--- src/rtl/cpu_sequencer.sv ---
// Multi-cycle control sequencer: owns IR, sequences FETCH/DECODE/EXECUTE/
// MEM/WRITEBACK/HALTED, arbitrates the memory port and times out waits.
//
// Ports:
//   clk, reset           clock, synchronous active-high reset
//   instr_in             instruction word, latched on mem_ready in FETCH
//   mem_ready            memory access complete this cycle
//   resume               leave HALTED (level)
//   mem_req/mem_sel_data memory request / address select (1 = ALU result)
//   mem_we               memory write strobe (STOR)
//   ir                   latched instruction
//   alu_en/rf_we/pc_en   datapath enables
//   soft_reset           one-cycle pulse after a RESET instruction decodes
//   halted/bus_error     HALTED state / sticky memory timeout flag
//   retire_count         retired instructions, wraps
module cpu_sequencer #(
  parameter int MEM_TIMEOUT = 15,
  parameter int TO_W        = 4
) (
  input  logic        clk,
  input  logic        reset,
  input  logic [15:0] instr_in,
  input  logic        mem_ready,
  input  logic        resume,
  output logic        mem_req,
  output logic        mem_sel_data,
  output logic        mem_we,
  output logic [15:0] ir,
  output logic        alu_en,
  output logic        rf_we,
  output logic        pc_en,
  output logic        soft_reset,
  output logic        halted,
  output logic        bus_error,
  output logic [15:0] retire_count
);

  typedef enum logic [2:0] {
    S_FETCH,
    S_DECODE,
    S_EXEC,
    S_MEM,
    S_WB,
    S_HALT
  } state_t;

  state_t          r_state;
  logic [15:0]     r_ir;
  logic [15:0]     r_retire;
  logic [TO_W-1:0] r_wait;
  logic            r_bus_err;
  logic            r_soft_rst;
  // Set when WRITEBACK is entered from HALTED; suppresses rf_we there.
  logic            r_from_halt;

  logic [3:0]  w_op;
  logic [11:0] w_sub;
  logic        w_ctrl;
  logic        w_halt;
  logic        w_rst;
  logic        w_stcb;
  logic        w_wb_cls;
  logic        w_alu_cls;
  logic        w_mem_cls;
  logic        w_stor;
  logic        w_to;

  assign w_op      = r_ir[15:12];
  assign w_sub     = r_ir[11:0];
  assign w_ctrl    = (w_op == 4'hF);
  assign w_halt    = w_ctrl && (w_sub == 12'hFFF);
  assign w_rst     = w_ctrl && (w_sub == 12'hAAA);
  assign w_stcb    = w_ctrl &&
                     ((w_sub == 12'h001) || (w_sub == 12'h002));
  assign w_wb_cls  = (w_op inside {4'h1, 4'h2, 4'h3,
                                   4'h4, 4'h5, 4'h6});
  assign w_alu_cls = (w_op inside {4'h1, 4'h2, 4'h4,
                                   4'h5, 4'h6, 4'h7}) || w_stcb;
  assign w_mem_cls = (w_op == 4'h6) || (w_op == 4'h7);
  assign w_stor    = (w_op == 4'h7);
  assign w_to      = (r_wait == TO_W'(MEM_TIMEOUT - 1));

  always_ff @(posedge clk) begin
    if (reset) begin
      r_state     <= S_FETCH;
      r_ir        <= 16'h0000;
      r_retire    <= 16'h0000;
      r_wait      <= '0;
      r_bus_err   <= 1'b0;
      r_soft_rst  <= 1'b0;
      r_from_halt <= 1'b0;
    end else begin
      r_soft_rst <= 1'b0;
      unique case (r_state)
        S_FETCH: begin
          // mem_ready wins over a coincident timeout
          if (mem_ready) begin
            r_ir    <= instr_in;
            r_wait  <= '0;
            r_state <= S_DECODE;
          end else if (w_to) begin
            r_bus_err <= 1'b1;
            r_wait    <= '0;
            r_state   <= S_HALT;
          end else begin
            r_wait <= r_wait + 1'b1;
          end
        end
        S_DECODE: begin
          r_wait <= '0;
          if (w_halt) begin
            r_state <= S_HALT;
          end else if (w_rst) begin
            r_soft_rst <= 1'b1;
            r_state    <= S_FETCH;
          end else begin
            r_state <= S_EXEC;
          end
        end
        S_EXEC: begin
          r_wait  <= '0;
          r_state <= w_mem_cls ? S_MEM : S_WB;
        end
        S_MEM: begin
          if (mem_ready) begin
            r_wait  <= '0;
            r_state <= S_WB;
          end else if (w_to) begin
            r_bus_err <= 1'b1;
            r_wait    <= '0;
            r_state   <= S_HALT;
          end else begin
            r_wait <= r_wait + 1'b1;
          end
        end
        S_WB: begin
          r_wait      <= '0;
          r_retire    <= r_retire + 16'h0001;
          r_from_halt <= 1'b0;
          r_state     <= S_FETCH;
        end
        S_HALT: begin
          r_wait <= '0;
          if (resume) begin
            r_bus_err   <= 1'b0;
            r_from_halt <= 1'b1;
            r_state     <= S_WB;
          end
        end
        default: begin
          r_wait  <= '0;
          r_state <= S_FETCH;
        end
      endcase
    end
  end

  // Outputs are decoded from state/ir and held at 0 while reset is high.
  assign mem_req      = !reset &&
                        ((r_state == S_FETCH) || (r_state == S_MEM));
  assign mem_sel_data = !reset && (r_state == S_MEM);
  assign mem_we       = !reset && (r_state == S_MEM) && w_stor;
  assign alu_en       = !reset && (r_state == S_EXEC) && w_alu_cls;
  assign rf_we        = !reset && (r_state == S_WB) &&
                        w_wb_cls && !r_from_halt;
  assign pc_en        = !reset && (r_state == S_WB);
  assign halted       = !reset && (r_state == S_HALT);
  assign soft_reset   = !reset && r_soft_rst;
  assign bus_error    = !reset && r_bus_err;
  assign ir           = reset ? 16'h0000 : r_ir;
  assign retire_count = reset ? 16'h0000 : r_retire;

endmodule

--- config.mk ---
export PLATFORM = sky130hd
export DESIGN_NAME = cpu_sequencer
export DESIGN_NICKNAME = d
export VERILOG_FILES = /design/src/rtl/cpu_sequencer.sv
export SDC_FILE = /design/constraint.sdc
export NUM_CORES = 1
export LEC_CHECK = 0
export ABC_AREA = 1
export CAP_MARGIN = 10
export CELL_PAD_IN_SITES_DETAIL_PLACEMENT = 0
export CELL_PAD_IN_SITES_GLOBAL_PLACEMENT = 1
export CORE_ASPECT_RATIO = 2
export CORE_MARGIN = 2
export CORE_UTILIZATION = 33
export DETAILED_ROUTE_END_ITERATION = 10
export GPL_TIMING_DRIVEN = 1
export PLACE_DENSITY_LB_ADDON = 0.05
export SLEW_MARGIN = 10
export SYNTH_ARGS = -nofsm -noshare
export SYNTH_HDL_FRONTEND = slang
export SYNTH_SLANG_ARGS = --single-unit
--- constraint.sdc ---
create_clock -name clk -period 1.6 [get_ports clk]
set_clock_uncertainty 0.05 [all_clocks]
set_input_delay 0.4 -clock clk [delete_from_list [all_inputs] [get_ports clk]]
set_output_delay 0.4 -clock clk [all_outputs]
set_load 0.01 [all_outputs]
==> summary.md <==
| Metric | Value |
|---|---|
| Overflow left after global routing | 0 |
| Crit-path max FO | 3 |
| PD cells | 825 nW/um^2 |
| Non-Filler Instances | 558 |
| Cts bufs inserted | 5 |
| Post-synth EDFFs | 0 |
| Post-layout min period | 1.85 ns |
| Largest net degree at the start of global routing | 34 |
| # hold bufs at CTS | 0 |
| Min-Delay Startpoint | r_bus_err |
| Clock sinks | 42 |
| GP Congestion | 0.836 |
| First-pass GRT wire length | 10900 um |
| Setup crit start kind | flip-flop |
| TritonCTS clock tree | yes |
| Final period util | 1.16 |
| Crit Path Class | reg2out |
| Core Footprint | 6570 sq um |
| HP Class | reg2reg |
| Count of boundary I/O pins | 61 |
| Worst R2R Path Depth | 10 |
| Longest Clk Path Bufs | 2 |
| Max_slew headroom | 0.779 |
| Antenna violations before repair | 0 |
| Lkg Pwr | 0.00169 uW |
| Mux cell area share after synthesis | 0 |
| Clk pwr share | 0.372 |
| Syn nets | 363 |
| Die area | 7430 sq um |
| Setup Viol. Count Final | 7 |
| Yosys reg bits | 42 |
| Reg-to-reg endpoint | r_retire[13] |
| Insertion delay to the later sink of the worst-skew pair | 0.29 ns |
| Sw Ratio | 0.268 |
| Xor/xnor share of the synthesized area | 0.0118 |
| Cell Count Post-Placement | 535 |
| Synth Area in Adders | 0.0169 |
| DRT Wirelength | 6970 um |
| # rows | 42 |
| Combinational share of power | 0.243 |
| Synth Flop Type | dfxtp_1 |
| Vias in the first global route | 2530 |
| Net switching power | 807 uW |
| Routed Antenna Nets | 0 |
| Distinct cells, synth | 26 |
| Max frequency | 539 MHz |
| Compound-cell area share of the yosys netlist | 0.148 |
| Die Y | 120 um |
| Initial DRC Count | 86 |
| Gr usage total | 0.198 |
| Internal Pwr Total | 2210 uW |
| Buffers on Ports | 60 |
| Synth Instances | 340 |
| Syn. warnings | 0 |
| H-Tree Depth | 2 |
| RSZ-0062 raised after global routing | true |
| Nets | 492 |
| Peak VDD IR | 0.000625 V |
| Reg-to-reg critical path startpoint | r_state[0] |
| Post-Synth Simple-Gate Area | 0.332 |
| Clock slew at reported path FFs | 0.06 ns |
| Area Growth Syn to Fin | 64.7% |
| Violated checks | negative setup slack |
| DR vias | 2599 |
| Layout cells sized above 1 | 0.343 |
| Max Cap Viol | 0 |
| Slew @ Worst Pin | 0.329 ns |
| Syn Area/Cell | 6.52 sq um |
| Largest family of logic cells by synthesized area | simple AND/OR/NAND/NOR gates |
| Area of the mapped netlist | 2220 sq um |
| Setup ws final | -0.255 ns |
| Die width | 62.0 um |
| Dpl ws | -0.710 ns |
| Crit path arrival time | 1.40 ns |
| Hold Vio Cnt, Final | 0 |
| Hold EP | r_bus_err |
| Sequential share of the synthesized area | 0.379 |
| Outcome | finished, violations left |
| R2R Setup Slk | 0.01 ns |
| Root Buffer | clkbuf_16 |
| Worst hold margin | 0.403 ns |
| Ys async rst share | 0 |
| Final Max Tran Viols | 0 |
| Antenna cell count | 0 |
| DR vias/cell | 4.66 |
| DR WL/cell | 12.5 um |
| Crit path from | r_ir[1] |
| # DRC | 0 |
| Starting density of the core | 0.338 |
| Post-DP HPWL | 5250 um |
| Data required, critical path | 1.15 ns |
| Detailed Routing Iterations Pass 1 | 4 |
| Crit end category | output pin |
| WHS Path Cells | 2 |
| Register share of total power | 0.384 |
Yosys cell counts, types with 2 or more instances:
| library cell | count | area share |
|---|---|---|
| ha_1 | 3 | 0.017 |
| nor4_1 | 2 | 0.0056 |
| buf_2 | 2 | 0.0045 |
| inv_1 | 54 | 0.091 |
| nor3_1 | 9 | 0.020 |
| o21ai_0 | 28 | 0.063 |
| xor2_1 | 2 | 0.0079 |
| clkbuf_1 | 9 | 0.015 |
| a21oi_1 | 30 | 0.068 |
| nor2_4 | 2 | 0.010 |
| dfxtp_1 | 42 | 0.38 |
| nor2_1 | 73 | 0.12 |
| nand2_1 | 44 | 0.074 |
| nand3_1 | 19 | 0.043 |
| nand4_1 | 10 | 0.028 |
layout make-up:
class,count,area (sq um)
fillers,680,2920
inverters,55,209
multi-input cells,232,1240
well taps,88,110
clock buffers,8,166
flip-flops and latches,42,855
repair buffers,133,1070
flip-flops by register name, indices dropped and copies added, names as in the netlist:
name / count
r_ir: 16
r_retire: 16
r_wait: 4
r_state: 3
r_bus_err: 1
r_from_halt: 1
r_soft_rst: 1
kinds of logic (layout without fill, tap and decap cells):
| group | count (synthesis) | after routing |
|---|---|---|
| XOR/XNOR | 3 | 3 |
| AND/OR/NAND/NOR | 163 | 163 |
| adder cells (fa/ha/maj) | 3 | 3 |
| AO/OA/AOI/OAI | 63 | 63 |
| flip-flops | 42 | 42 |
| buffers and inverters | 66 | 196 |
metal layers:
metal | track usage | vias up | part of all wire
met4 | 0.0984 | 0 | 0.034
li1 | - | 1344 | -
met1 | 0.172 | 1179 | 0.32
met2 | 0.385 | 59 | 0.61
met3 | 0.0377 | 17 | 0.029
met5 | 0 | - | 0
layout by cell type, fill, tap and decap left out, types with 2 or more instances in the layout:
master / Yosys / layout
o21ai_1: 1 / 4
clkbuf_16: 0 / 5
nand2_2: 0 / 2
clkbuf_8: 0 / 3
nand3_2: 1 / 3
nor2_2: 0 / 5
a21oi_1: 30 / 28
inv_1: 54 / 53
o21ai_0: 28 / 25
nor2_1: 73 / 64
nand4_1: 10 / 10
clkdlybuf4s50_1: 0 / 18
buf_2: 2 / 37
nand3_1: 19 / 15
nand2_1: 44 / 41
buf_4: 0 / 60
xor2_1: 2 / 2
dfxtp_2: 0 / 8
nand2_4: 1 / 2
buf_12: 0 / 4
ha_1: 3 / 3
nand3_4: 1 / 3
nor3_1: 9 / 7
nor2_4: 2 / 6
dfxtp_1: 42 / 33
buf_6: 0 / 10
a21oi_2: 0 / 2
nor3_2: 0 / 2
metrics by stage:
stage / setup TNS, ns / utilization / cell area, sq um / total power (uW)
final: -0.995 / 0.556 / 3650 / 3010
after global routing: -1.54 / 0.556 / 3650 / 3150
after CTS: -0.732 / 0.536 / 3520 / 2970
after detailed placement: -33.06 / 0.514 / 3380 / 1820
after global placement: -32.43 / 0.514 / 3380 / 1820
after floorplan: 0 / - / 2230 / 1430
critical path, cell delays in order, from the launching register on:
cell and delay [ns]:
dfxtp_2 0.34, inv_1 0.06, nor2_2 0.15, nor2_2 0.07
nor3_2 0.16, a21oi_1 0.08, nor2_1 0.11, buf_2 0.14
power by group through the flow:
| stage | registers, uW | clock network (uW) | logic, uW |
|---|---|---|---|
| after global routing | 1170 | 1180 | 802 |
| after global placement | 1170 | 0 | 653 |
| after detailed placement | 1170 | 0 | 655 |
| after CTS | 1160 | 1140 | 675 |
| after floorplan | 1170 | 0 | 263 |
| final | 1160 | 1120 | 733 |
worst max path at each step:
stage,to,slack (ns),cells after the start
after floorplan,mem_we,0.01,3
after global placement,rf_we,-0.70,6
after detailed placement,mem_we,-0.71,4
after CTS,alu_en,-0.24,6
after global routing,alu_en,-0.32,7
final,alu_en,-0.25,7
what timing repair did:
item	CTS	global route
resized for setup	191	29
setup endpoints to repair	41	17
cloned	1	0
pin swaps	7	11
buffers inserted	5	9
(Power assumes the default switching activity.)
